### src/rtl/aer_pkg.sv
// Shared definitions for the AER output sink: handshake FSM states and default bus width.
package aer_pkg;

  localparam int unsigned AerWidthDefault = 12;

  typedef enum logic [1:0] {
    StIdle,
    StDelay,
    StAck
  } aer_state_e;

endpackage

### src/rtl/aer_evt_fifo.sv
// Synchronous first-word-fall-through event FIFO; head reads 0 while empty.
module aer_evt_fifo #(
  parameter int unsigned WIDTH = 12,
  parameter int unsigned DEPTH = 16
) (
  input  logic             CLK,
  input  logic             RST,
  input  logic             push,
  input  logic             pop,
  input  logic [WIDTH-1:0] data,
  output logic             full,
  output logic             empty,
  output logic [WIDTH-1:0] head
);

  localparam int unsigned AW = $clog2(DEPTH);

  logic [WIDTH-1:0] mem_q [DEPTH];
  logic [AW:0]      wr_q, rd_q;
  logic             do_push, do_pop;

  // Extra pointer MSB distinguishes full from empty when the indices match.
  assign empty   = (wr_q == rd_q);
  assign full    = (wr_q[AW] != rd_q[AW]) && (wr_q[AW-1:0] == rd_q[AW-1:0]);
  assign do_pop  = pop && !empty;
  assign do_push = push && (!full || do_pop);
  assign head    = empty ? '0 : mem_q[rd_q[AW-1:0]];

  always_ff @(posedge CLK) begin
    if (RST) begin
      wr_q <= '0;
      rd_q <= '0;
    end else begin
      if (do_push) wr_q <= wr_q + (AW+1)'(1);
      if (do_pop)  rd_q <= rd_q + (AW+1)'(1);
    end
  end

  always_ff @(posedge CLK) begin
    if (do_push) mem_q[wr_q[AW-1:0]] <= data;
  end

endmodule

### src/rtl/aer_out_sink.sv
// AER output responder: 4-phase REQ/ACK with programmable ACK latency, event FIFO and counter.
// Define AER_OUT_SINK_DROP_EN to handshake and drop events when the FIFO is full (else stall).
module aer_out_sink
  import aer_pkg::*;
#(
  parameter int unsigned AER_WIDTH  = AerWidthDefault,
  parameter int unsigned ACK_DELAY  = 6,
  parameter int unsigned FIFO_DEPTH = 16,
  parameter int unsigned CNT_WIDTH  = 16
) (
  input  logic                 CLK,
  input  logic                 RST,
  input  logic [AER_WIDTH-1:0] AEROUT_ADDR,
  input  logic                 AEROUT_REQ,
  output logic                 AEROUT_ACK,
  input  logic                 SAMPLE_CLR,
  input  logic                 EVT_RD,
  output logic [AER_WIDTH-1:0] EVT_DATA,
  output logic                 EVT_VALID,
  output logic [CNT_WIDTH-1:0] EVT_CNT,
  output logic                 OVERFLOW
);

  localparam int unsigned DlyW = (ACK_DELAY > 0) ? $clog2(ACK_DELAY + 1) : 1;

  aer_state_e          state_q, state_d;
  logic [DlyW-1:0]     dly_q, dly_d;
  logic                ack_q, ack_d;
  logic [CNT_WIDTH-1:0] cnt_q, cnt_d;
  logic                fifo_full, fifo_empty, fifo_pop, fifo_push;
  logic                has_space, req_ok, accept;

  assign fifo_pop  = EVT_RD && !fifo_empty;
  assign has_space = !fifo_full || fifo_pop;
  assign fifo_push = accept && has_space;

`ifdef AER_OUT_SINK_DROP_EN
  assign req_ok = AEROUT_REQ;
`else
  assign req_ok = AEROUT_REQ && has_space;
`endif

  always_comb begin
    state_d = state_q;
    dly_d   = dly_q;
    ack_d   = ack_q;
    accept  = 1'b0;
    unique case (state_q)
      StIdle: begin
        if (req_ok) begin
          accept  = 1'b1;
          dly_d   = DlyW'(ACK_DELAY);
          state_d = StDelay;
        end
      end
      StDelay: begin
        if (dly_q == '0) begin
          ack_d   = 1'b1;
          state_d = StAck;
        end else begin
          dly_d = dly_q - DlyW'(1);
        end
      end
      StAck: begin
        if (!AEROUT_REQ) begin
          ack_d   = 1'b0;
          state_d = StIdle;
        end
      end
      default: state_d = StIdle;
    endcase
  end

  // A clear coinciding with an accept counts that accept into the new sample.
  always_comb begin
    cnt_d = cnt_q;
    if (SAMPLE_CLR) begin
      cnt_d = accept ? CNT_WIDTH'(1) : '0;
    end else if (accept && (cnt_q != '1)) begin
      cnt_d = cnt_q + CNT_WIDTH'(1);
    end
  end

  always_ff @(posedge CLK) begin
    if (RST) begin
      state_q <= StIdle;
      dly_q   <= '0;
      ack_q   <= 1'b0;
      cnt_q   <= '0;
    end else begin
      state_q <= state_d;
      dly_q   <= dly_d;
      ack_q   <= ack_d;
      cnt_q   <= cnt_d;
    end
  end

`ifdef AER_OUT_SINK_DROP_EN
  logic ovf_q, ovf_d;

  always_comb begin
    ovf_d = ovf_q;
    if (SAMPLE_CLR)             ovf_d = 1'b0;
    if (accept && !has_space)   ovf_d = 1'b1;
  end

  always_ff @(posedge CLK) begin
    if (RST) ovf_q <= 1'b0;
    else     ovf_q <= ovf_d;
  end

  assign OVERFLOW = ovf_q;
`else
  assign OVERFLOW = 1'b0;
`endif

  aer_evt_fifo #(
    .WIDTH (AER_WIDTH),
    .DEPTH (FIFO_DEPTH)
  ) u_fifo (
    .CLK   (CLK),
    .RST   (RST),
    .push  (fifo_push),
    .pop   (fifo_pop),
    .data  (AEROUT_ADDR),
    .full  (fifo_full),
    .empty (fifo_empty),
    .head  (EVT_DATA)
  );

  assign AEROUT_ACK = ack_q;
  assign EVT_VALID  = !fifo_empty;
  assign EVT_CNT    = cnt_q;

endmodule

### config.mk
export PLATFORM = sky130hd
export DESIGN_NAME = aer_out_sink
export DESIGN_NICKNAME = d
export VERILOG_FILES = /design/src/rtl/aer_pkg.sv /design/src/rtl/aer_evt_fifo.sv /design/src/rtl/aer_out_sink.sv
export SDC_FILE = /design/constraint.sdc
export NUM_CORES = 1
export LEC_CHECK = 0
export ABC_CLOCK_PERIOD_IN_PS = 7300
export BUFFER_PORTS_ARGS = -buffer_cell sky130_fd_sc_hd__buf_2
export CORE_ASPECT_RATIO = 0.8
export CORE_MARGIN = 2
export CORE_UTILIZATION = 45
export CTS_BUF_LIST = sky130_fd_sc_hd__clkbuf_16
export CTS_CLUSTER_DIAMETER = 60
export DETAILED_ROUTE_END_ITERATION = 8
export GPL_TIMING_DRIVEN = 0
export PLACE_DENSITY = 0.6
export SLEW_MARGIN = 15
export SYNTH_ARGS = -nofsm -noshare
export SYNTH_HDL_FRONTEND = slang
export SYNTH_HIERARCHICAL = 1
export SYNTH_SLANG_ARGS = --single-unit
### constraint.sdc
create_clock -name CLK -period 7.3 [get_ports CLK]
set_input_delay 0 -clock CLK [delete_from_list [all_inputs] [get_ports CLK]]
set_output_delay 0 -clock CLK [all_outputs]
set_load 0.03 [all_outputs]
== Word-level counts from Yosys, hierarchy flattened ==
Memories as Yosys holds them, arrays and structs flattened. A register that Yosys moved wholly into a read port is not among the register bits.
Index checks and enable logic that the tools add are counted.
Operators by class
  add/sub/neg operators: 4
  equal/unequal tests: 10
  reduce and logical (&&, ||, !) cells: 19
  mux-type cells: 20
Operators by type and width (count)
  2-to-1 mux 16 bit: 2
  adder 16 x 1 -> 16 bit (second input constant): 1
  != test 16 bit (second input constant): 1
  2-to-1 mux 12 bit: 1
  adder 5 x 1 -> 5 bit (second input constant): 2
  AND reduction 3 bit: 3
  2-to-1 mux 4 bit: 2
  != test 2 bit (second input constant): 4
  logical AND 1 bit: 7
  2-to-1 mux 1 bit: 7
  2-to-1 mux 2 bit: 3
  2-to-1 mux 3 bit: 2
  case mux 2 bit (3 select lines): 1
  case mux 3 bit (2 select lines): 1
  nonzero test 2 bit: 3
  equality test 5 bit: 1
  equality test 4 bit: 1
  logical NOT 3 bit: 1
  subtractor 3 x 1 -> 3 bit (second input constant): 1
  equality test 2 x 1 -> 1 bit (second input constant): 1
  equality test 2 bit (second input constant): 1
  logical NOT 1 bit: 2
  logical NOT 2 bit: 1
  logical OR 1 bit: 2
  2 further kinds: 2
Word-level totals
  bits in writable memories: 192
  flip-flop bits (word level): 32
  memories kept: 1
  input bits: 17
Memory list
  u_fifo.mem_q: depth 16, width 12, rd ports 1, clocked after Yosys merged registers in 1, write ports 1, line aer_evt_fifo.sv:18  | logic [WIDTH-1:0] mem_q [DEPTH];

== Depth between registers and ports, before layout ==
Gate-level depths: netlist of the first run.
  depth in word-level cells: 11
  mapped depth: 14
  gate-level depth less buffers: 11

== By module ==
Netlist of the first run, hierarchy kept.
Modules (own cells, without submodules)
  aer_evt_fifo: cells an instance 387, sequential area each 6045.8 µm², times used 1, area each 7960.1 µm²
  aer_out_sink: cells an instance 137, sequential area each 440.4 µm², times used 1, area each 1246.2 µm²

== Worst setup path after synthesis of the first run ==
OpenSTA, ideal clock, no wires.
  kind: reg-to-reg
  start: register u_fifo.wr_q[2]
  end: memory u_fifo.mem_q[3][0], enable pin
  arrival time: 2999 ps
  cell stages (with the launch flop): 14
  slack: 3905 ps
  clock period less this slack: 3395 ps
  data required time: 6904 ps
  path through: dfxtp_1 > buf_2 > xor2_1 > nor4_4 > and2_1 > buf_6 > buf_4 > nand2b_1 > inv_1 > o21ai_2 > inv_1 > nand2_1 > a21o_1 > nor3_1
On the way
  word-level cells in the longest chain between the ends: 11
  elaborated cells between the ends (all ways): 16
  those cells by class: 2 x eq/ne; 4 x mux; 10 x reduce/logical
RTL lines
  start: declaration: line aer_evt_fifo.sv:19  | logic [AW:0] wr_q, rd_q;
  start signal: assignment: line aer_evt_fifo.sv:34  | if (do_push) wr_q <= wr_q + (AW+1)'(1);
  equality test 5 bit (*): line aer_evt_fifo.sv:23  | assign empty = (wr_q == rd_q);
  via fifo_empty: line aer_out_sink.sv:30  | logic fifo_full, fifo_empty, fifo_pop, fifo_push;
  logical NOT 1 bit (*): line aer_out_sink.sv:33  | assign fifo_pop = EVT_RD && !fifo_empty;
  logical AND 1 bit (*): line aer_out_sink.sv:33
  via fifo_pop: line aer_out_sink.sv:30
  logical OR 1 bit (*): line aer_out_sink.sv:34  | assign has_space = !fifo_full || fifo_pop;
  logical AND 1 bit: line aer_out_sink.sv:40  | assign req_ok = AEROUT_REQ && has_space;
  2-to-1 mux 1 bit: line aer_out_sink.sv:50  | if (req_ok) begin
  2-to-1 mux 1 bit: line aer_out_sink.sv:48  | unique case (state_q)
  logical AND 1 bit (*): line aer_out_sink.sv:35  | assign fifo_push = accept && has_space;
  via fifo_push: line aer_out_sink.sv:30
  logical AND 1 bit (*): line aer_evt_fifo.sv:26  | assign do_push = push && (!full || do_pop);
  2-to-1 mux 1 bit (*): line aer_evt_fifo.sv:40  | if (do_push) mem_q[wr_q[AW-1:0]] <= data;
  2-to-1 mux 1 bit (not written as such) (*): line aer_evt_fifo.sv:40
  end: declaration: line aer_evt_fifo.sv:18
The timed path passes the listed nets; every way through them passes the cells marked *.

== Worst setup path after layout of the first run ==
  start: register u_fifo.wr_q[0]
  end: memory u_fifo.mem_q[2][11], enable pin
The elaborated chain is that of the path after synthesis.

==> results of run 1 <==
## metrics by stage
step                util (%)  hold WS (ns)
finish                  53.5        0.0443
global route            53.5        0.0816
detailed placement      49.2         0.319
floorplan                  -        0.0989
global placement        49.0         0.310
CTS                     53.5        0.0423
## worst max-delay path, delay by kind of cell, from the launching register on
family	cells	cell delay, ns
AND/OR/NAND/NOR	4	1.25
flip-flops	1	0.47
XOR/XNOR	1	0.27
buffers and inverters	5	1.19
AO/OA/AOI/OAI	2	0.53
## power by group through the flow
stage          Clock, mW  Combinational (mW)  Sequential [mW]
5_1_grt             1.18               0.266             1.45
3_5_place_dp           0               0.241             1.47
4_1_cts             1.13               0.249             1.45
6_report            1.10               0.245             1.45
3_3_place_gp           0               0.234             1.47
2_1_floorplan          0               0.157             1.47
## cells by family (layout without fill, tap and decap cells)
kind of cell,Yosys count,count (layout),synth area share (%)
compound gates,78,78,6.01
xor+xnor,11,11,1.05
fa+ha+maj,8,8,1.09
buf+inv,40,144,2.04
flops,228,228,70.5
mux,52,52,12.2
other cells,1,1,0.0407
simple gates,106,106,7.14
## layer usage
| layer | part of all wire, % | GRT usage [%] | vias to the layer above | wire, um |
|---|---|---|---|---|
| li1 | - | - | 2318 | - |
| met1 | 44 | 27.2 | 2666 | 8590 |
| met2 | 48 | 29.5 | 163 | 9410 |
| met3 | 6.1 | 2.96 | 37 | 1190 |
| met4 | 2.3 | 4.78 | 0 | 448 |
| met5 | 0 | 0 | - | 0 |
## flip-flops by register name, indices dropped and copies added, names as in the netlist, named ones only
register,count
u_fifo/rd_q,5
u_fifo/mem_q,192
AEROUT_ACK,1
state_q,2
EVT_CNT,16
u_fifo/wr_q,5
dly_q,3
## cell usage in the layout (no fill, tap or decap), types with 15 or more instances in the layout
| master | instances |
|---|---|
| edfxtp_1 | 192 |
| buf_2 | 58 |
| mux4_2 | 48 |
| dfxtp_1 | 36 |
| o22ai_1 | 24 |
| clkbuf_16 | 23 |
| inv_1 | 21 |
| nor2_1 | 15 |
| a21oi_1 | 15 |
| dlygate4sd3_1 | 15 |
## path summary, 6_finish.rpt
path	start	endpoint	depth (start not counted)
max	u_fifo/wr_q[0]	u_fifo/mem_q[2][11]	12
min	EVT_RD	EVT_CNT[2]	4
max reg2reg	u_fifo/wr_q[0]	u_fifo/mem_q[2][11]	12
min reg2reg	AEROUT_ACK	AEROUT_ACK	2
## layout make-up
cell class,instances,area [um2]
fillers,1597,9250
repair buffers,63,403
inverters,16,60.1
flip-flops and latches,228,6490
well taps,264,330
multi-input cells,256,2550
clock inverters,18,135
plain buffers,24,128
clock buffers,23,576
## timing repair
item | in CTS | in global routing
endpoints found under the setup margin | 0 | 0
hold endpoints to repair | 202 | 0
hold buffers | 15 | 0
resized for setup | 0 | 0
==> impl_metrics.toml, run 1 <==
[floorplan]
coreArea_um2 = 19900
fp.dieH_um = 132
die-area_um2 = 21600
initial_core_util_pct = 46.2
chipWidth_um = 164
num_rows = 46
io_pins = 48

[power]
ir_drop_v = 0.000126
leakage_nw = 3.53
power_frac_seq_pct = 51.7
clkPwrFrac_pct = 39.5
power_density_nw_per_um2 = 262
switching_share_pct = 22.6
p_total_mw = 2.80
internal_power_mw = 2.16
p_comb_share_pct = 8.8
p_switching_mw = 0.631

[routing]
dr.pass1.iters = 5
final_antenna_net_count = 0
drtIter0Drc = 365
wirelength_mm = 19.6
vias_per_cell = 5.81
wl_per_cell_um = 22.0
vias = 5184
drc = 0

[global_route]
grt_util_all_layers_pct = 18.6
grt_max_degree = 17
first_global_vias = 5265
overflow = 0
antenna_found_initial = 0
grt_pass1_wl_mm = 30.6

[worst_hold_path]
hold_path.class = "input pin to flip-flop"

[clocking]
clkSinkCount = 228
clk_latency_ns = 0.50
numCtsBuffers = 23
clock_path_buffers = 3
cts_tree = "yes"
htree_levels = 1
post_cts.repair.setup_buffers = 0
clk_pin_slew_ns = 0.06
root_buffer = "clkbuf_16"

[worst_setup_path]
rrSetupSlack_ns = 3.20
crit_top_cell = "inv_1"
slowest_delay_ns = 0.77
critPathKind = "flip-flop to flip-flop"
crit_fanout = 12
cp-start-kind = "flip-flop"
end_kind = "flip-flop"
crit_required_ns = 7.42
path_cells = "xor2_1, nor4_4, and2_1, buf_6, buf_4, nand2b_1, inv_1, o21ai_2, inv_1, a21boi_2, clkbuf_1, and3_1"
cp.arrival_ns = 4.23
critPathSlowestCell = "and3_1"

[timing]
report.final.slew_viol_count = 0
fin_crit_sh_pct = 56.2
worst_clock_skew_ns = 0.0124
relSlewSlack_pct = 43.9
rsz0062_at_grt = "no"
hold_viol_final = 0
finalSetupViolCount = 0
tightest_slew_ns = 0.838
fmax_mhz = 244
min_period_ns = 4.10
finalSetupTns_ns = 0
layout_setup_ws_ns = 3.20

[layout]
design_area_um2 = 10700
area_growth_pct = 15.8
stdcell_count = 892
drive_gt1_share_pct = 26.1
n_antenna_cell = 0
nNetsFinal = 637

[placed_design]
dp_cells = 836
gp_congestion = 0.802
placed_cell_area_um2 = 9800
dp_hpwl_mm = 12.7
dp_slack_ns = 3.22
port_buffers = 46

[logic_synthesis]
yosysSeqAreaShare_pct = 70.5
synthArstFlopShare_pct = 0
yosys-top-cells-area = "edfxtp_1 63%, mux4_2 12%, dfxtp_1 7.8%"
synth.avg_cell_area_um2 = 17.6
yosysUniqueCellTypes = 54
syn-instance-count = 524
yosys.area.top_type = "edfxtp_1"
synthTopCellsByCount = "192 x edfxtp_1, 48 x mux4_2, 36 x dfxtp_1"
synth-warning-count = 6
synth_nets = 549
synth_top_area_share_pct = 62.6
synth_most_common_cell = "edfxtp_1"
syn_area_um2 = 9210
ys.flop_type = "edfxtp_1"
synth_seq_cells = 228
synth_edf_count = 192

[run]
max-cap-violations = 0

[outcome]
status = "completed"
Power figures use the tool's default switching activity.
==> inputs of run 2 (changes only) <==
--- a/config.mk
+++ b/config.mk
@@ -5,7 +5,7 @@
 export SDC_FILE = /design/constraint.sdc
 export NUM_CORES = 1
 export LEC_CHECK = 0
-export ABC_CLOCK_PERIOD_IN_PS = 7300
+export ABC_CLOCK_PERIOD_IN_PS = 4300
 export BUFFER_PORTS_ARGS = -buffer_cell sky130_fd_sc_hd__buf_2
 export CORE_ASPECT_RATIO = 0.8
 export CORE_MARGIN = 2
==> constraint.sdc (replaced) <==
create_clock -name CLK -period 4.3 [get_ports CLK]
set_input_delay 0 -clock CLK [delete_from_list [all_inputs] [get_ports CLK]]
set_output_delay 0 -clock CLK [all_outputs]
set_load 0.03 [all_outputs]
==> run 2 against run 1 <==
Net effect:
- sequential share of layout area shrank 0.064 points
- via count is 0.19% lower
- final area increased by 0.11%
==> impl_metrics.toml, run 2 (synthesis gave the netlist of run 1 again) <==
[timing]
finalSetupTns_ns = 0
tightest_slew_ns = 0.845
min_period_ns = 4.04
worst_clock_skew_ns = 0.0122
relSlewSlack_pct = 43.4
report.final.slew_viol_count = 0
hold_viol_final = 0
fmax_mhz = 247
finalSetupViolCount = 0
rsz0062_at_grt = "no"
fin_crit_sh_pct = 94.0
fin_hold_ws_ns = 0.0447

[power]
power_frac_seq_pct = 51.7
p_comb_share_pct = 8.8
leakage_nw = 3.53
p_switching_mw = 1.07
clkPwrFrac_pct = 39.5
internal_power_mw = 3.67
power_density_nw_per_um2 = 444
switching_share_pct = 22.5
ir_drop_v = 0.000213

[routing]
wl_per_cell_um = 22.0
drc = 0
wirelength_mm = 19.6
drtIter0Drc = 430
vias_per_cell = 5.80
final_antenna_net_count = 0
vias = 5174
dr.pass1.iters = 4

[worst_setup_path]
crit_required_ns = 4.43
cp.arrival_ns = 4.17
end_kind = "flip-flop"
crit_fanout = 12
critPathKind = "flip-flop to flip-flop"
cp-start-kind = "flip-flop"

[floorplan]
io_pins = 48
initial_core_util_pct = 46.2
chipWidth_um = 164
fp.dieH_um = 132
die-area_um2 = 21600
num_rows = 46
coreArea_um2 = 19900

[layout]
layout_common_cells = "192 x edfxtp_1, 58 x buf_2, 48 x mux4_2"
nNetsFinal = 637
largest_reg_flops = 192
n_antenna_cell = 0
area_growth_pct = 16.0
design_area_um2 = 10700
drive_gt1_share_pct = 27.5
stdcell_count = 892
final_util_pct = 53.6
final_common_cell = "edfxtp_1"

[clocking]
root_buffer = "clkbuf_16"
numCtsBuffers = 23
post_cts.repair.setup_buffers = 0
clk_pin_slew_ns = 0.06
cts_tree = "yes"
clock_path_buffers = 3
clkSinkCount = 228
htree_levels = 1
clk_latency_ns = 0.50

[global_route]
grt_max_degree = 17
overflow = 0
antenna_found_initial = 0
first_global_vias = 5265
grt_pass1_wl_mm = 30.6
grt_util_all_layers_pct = 18.6

[placed_design]
gp_congestion = 0.802
dp_hpwl_mm = 12.7
port_buffers = 46
placed_cell_area_um2 = 9800
dp_cells = 836

[run]
max-cap-violations = 0

[worst_hold_path]
hold_path.class = "input pin to flip-flop"

[outcome]
status = "completed"
## run 2: changes by cell type in the layout (fill, tap and decap cells not counted)
cell    before  now
and3_1      14    5
and3_2       0    9
## run 2: path summary, 6_finish.rpt
check / startpoint / end / slack, ns / depth (start not counted)
worst max-delay path: u_fifo/wr_q[0] / u_fifo/mem_q[1][11] / 0.26 / 12
worst max register to register: u_fifo/wr_q[0] / u_fifo/mem_q[1][11] / 0.26 / 12
worst min register to register: AEROUT_ACK / AEROUT_ACK / 0.52 / 2
worst min-delay path: EVT_RD / EVT_CNT[2] / 0.04 / 4
## run 2: per-layer routing
| metal | up-vias | wire (um) | global-route usage (%) |
|---|---|---|---|
| li1 | 2318 | - | - |
| met1 | 2661 | 8630 | 27.2 |
| met2 | 158 | 9430 | 29.5 |
| met3 | 37 | 1080 | 2.96 |
| met4 | 0 | 444 | 4.78 |
| met5 | - | 0 | 0 |
## run 2: layout make-up
class                           instances  area (um2)
Fill cell                            1597        9240
Sequential cell                       228        6490
Multi-Input combinational cell        256        2560
Clock buffer                           23         576
Timing Repair Buffer                   63         403
Tap cell                              264         330
Clock inverter                         18         135
Buffer                                 24         128
Inverter                               16        60.1
## run 2: through the flow
step                      power [mW]  setup WS (ns)
after floorplan                 2.77          0.905
after global placement          2.90         -0.232
after detailed placement        2.91          0.224
after CTS                       4.79          0.194
after global routing            4.91         0.0170
final                           4.74          0.259
## run 2: power by group through the flow
stage	Clock (mW)	Sequential [mW]	Combinational, mW
2_1_floorplan	0	2.50	0.266
3_3_place_gp	0	2.50	0.397
3_5_place_dp	0	2.50	0.409
5_1_grt	2.00	2.46	0.451
4_1_cts	1.92	2.45	0.422
6_report	1.87	2.45	0.416
## run 2: critical path, cell delays in order, from the launching register on
cell	delay, ns
dfxtp_1	0.48
xor2_1	0.27
nor4_4	0.12
and2_1	0.18
buf_6	0.14
buf_4	0.19
nand2b_1	0.18
inv_1	0.36
o21ai_2	0.15
inv_1	0.21
a21boi_2	0.38
clkbuf_1	0.28
and3_1	0.71
## run 2: what timing repair did
| action | in CTS | in global routing |
|---|---|---|
| resized for setup | 0 | 9 |
| hold endpoints to repair | 202 | 0 |
| endpoints found under the setup margin | 0 | 101 |
| hold buffers | 15 | 0 |
==> inputs of run 3 (changes only) <==
--- a/config.mk
+++ b/config.mk
@@ -7,6 +7,8 @@
 export LEC_CHECK = 0
 export ABC_CLOCK_PERIOD_IN_PS = 4300
 export BUFFER_PORTS_ARGS = -buffer_cell sky130_fd_sc_hd__buf_2
+export CELL_PAD_IN_SITES_DETAIL_PLACEMENT = 1
+export CELL_PAD_IN_SITES_GLOBAL_PLACEMENT = 2
 export CORE_ASPECT_RATIO = 0.8
 export CORE_MARGIN = 2
 export CORE_UTILIZATION = 45
@@ -14,7 +16,7 @@
 export CTS_CLUSTER_DIAMETER = 60
 export DETAILED_ROUTE_END_ITERATION = 8
 export GPL_TIMING_DRIVEN = 0
-export PLACE_DENSITY = 0.6
+export PLACE_DENSITY = 0.75
 export SLEW_MARGIN = 15
 export SYNTH_ARGS = -nofsm -noshare
 export SYNTH_HDL_FRONTEND = slang
==> run 3 against run 2 <==
Net effect:
- hold slack better by 0.023 ns
- critical endpoint is now u_fifo/mem_q[5][0]
- sequential share of layout area is 0.21 points lower
- highest routed layer unchanged
- largest cell class unchanged
- power increased by 2.1%
- largest power group unchanged
- global-route usage rose by 1.9 points
==> impl_metrics.toml, run 3 (synthesis gave the netlist of run 1 again) <==
[worst_setup_path]
cp.arrival_ns = 4.20
cp-start-kind = "flip-flop"
reg2reg_to = "u_fifo/mem_q[5][0]"
reg2reg_depth = 12
end_kind = "flip-flop"
r2r_start = "u_fifo/wr_q[0]"
rrSetupSlack_ns = 0.26
critPathKind = "flip-flop to flip-flop"
crit_fanout = 12
crit_required_ns = 4.45

[timing]
worst_clock_skew_ns = 0.0171
fin_crit_sh_pct = 94.0
hold_viol_final = 0
tightest_slew_ns = 0.819
layout_setup_ws_ns = 0.257
min_period_ns = 4.04
finalSetupViolCount = 0
relSlewSlack_pct = 45.2
rsz0062_at_grt = "yes"
fmax_mhz = 247
finalSetupTns_ns = 0
report.final.slew_viol_count = 0

[floorplan]
initial_core_util_pct = 46.2
fp.dieH_um = 132
io_pins = 48
die-area_um2 = 21600
chipWidth_um = 164
num_rows = 46
coreArea_um2 = 19900

[outcome]
status = "completed"

[power]
power_density_nw_per_um2 = 452
p_total_mw = 4.85
ir_drop_v = 0.000260
leakage_nw = 3.55

[routing]
final_antenna_net_count = 0
dr.pass1.iters = 6
drtIter0Drc = 381
vias = 5204
wirelength_mm = 21.5
drc = 0
vias_per_cell = 5.83
wl_per_cell_um = 24.1

[clocking]
clock_path_buffers = 3
clk_latency_ns = 0.52
post_cts.repair.setup_buffers = 0
cts_tree = "yes"
clk_pin_slew_ns = 0.06
root_buffer = "clkbuf_16"
numCtsBuffers = 23
htree_levels = 1
clkSinkCount = 228

[run]
max-cap-violations = 0

[global_route]
antenna_found_initial = 0
grt_util_all_layers_pct = 20.5
first_global_vias = 5617
grt_pass1_wl_mm = 33.4
grt_max_degree = 17
overflow = 0

[placed_design]
gp_congestion = 0.774
dp_slack_ns = 0.0195
port_buffers = 46
placed_cell_area_um2 = 9810
dp_hpwl_mm = 14.1

[layout]
largest_reg_flops = 192
nNetsFinal = 637
final_util_pct = 53.8
final_common_cell = "edfxtp_1"
design_area_um2 = 10700
area_growth_pct = 16.3
drive_gt1_share_pct = 27.4
n_antenna_cell = 0
layout_common_cells = "192 x edfxtp_1, 58 x buf_2, 48 x mux4_2"

[worst_hold_path]
hold_path.class = "input pin to flip-flop"
whs_path_depth = 4
hold_end = "EVT_CNT[2]"
min_from = "EVT_RD"
run 3: layout make-up:
class                      instances  area (um2)
fill                            1894        9200
sequential                       228        6490
multi-input combinational        256        2560
clock buffer                      23         576
timing repair buffer              63         407
tap                              264         330
clock inverter                    18         166
buffer                            24         128
inverter                          16        60.1
run 3: what timing repair did:
action | in CTS | in global routing
gates resized for setup | 0 | 10
endpoints found under the hold margin | 201 | 0
setup endpoints to repair | 0 | 120
hold buffers | 15 | 0
run 3: stage by stage:
stage,cells,hold slack (ns)
2_1_floorplan,524,0.0989
3_3_place_gp,834,0.301
3_5_place_dp,836,0.310
4_1_cts,892,0.0494
5_1_grt,892,0.104
6_report,892,0.0676
run 3: power by group:
group	internal [mW]	total (mW)	leakage [nW]	switching, mW
clock network	1.16	1.96	0.387	0.809
registers	2.43	2.45	2.02	0.0199
logic	0.151	0.427	1.14	0.276
run 3: worst max-delay path: stages (launching register included):
cell      delay, ns
dfxtp_1        0.48
xor2_1         0.27
nor4_4         0.12
and2_1         0.18
buf_6          0.14
buf_4          0.20
nand2b_1       0.18
inv_1          0.40
o21ai_2        0.20
inv_1          0.28
a21boi_2       0.38
clkbuf_1       0.30
and3_2         0.54
run 3: how the worst max path moves through the flow:
stage	slack [ns]	to	start	cells past startpoint
2_1_floorplan	0.91	u_fifo/mem_q[3][0]	u_fifo/wr_q[2]	13
3_3_place_gp	-0.51	u_fifo/mem_q[3][8]	u_fifo/wr_q[2]	13
3_5_place_dp	0.02	u_fifo/mem_q[12][9]	u_fifo/wr_q[0]	12
4_1_cts	0.0008	u_fifo/mem_q[12][1]	u_fifo/wr_q[0]	12
5_1_grt	-0.02	u_fifo/mem_q[12][0]	u_fifo/wr_q[2]	13
6_report	0.26	u_fifo/mem_q[5][0]	u_fifo/wr_q[0]	12
run 3: per-layer routing:
| layer | GRT usage, % | vias to the layer above | wire length (um) |
|---|---|---|---|
| met5 | 0 | - | 0 |
| met4 | 4.53 | 0 | 429 |
| met3 | 2.93 | 37 | 934 |
| met2 | 33.9 | 122 | 10400 |
| met1 | 29.3 | 2728 | 9690 |
| li1 | - | 2317 | - |
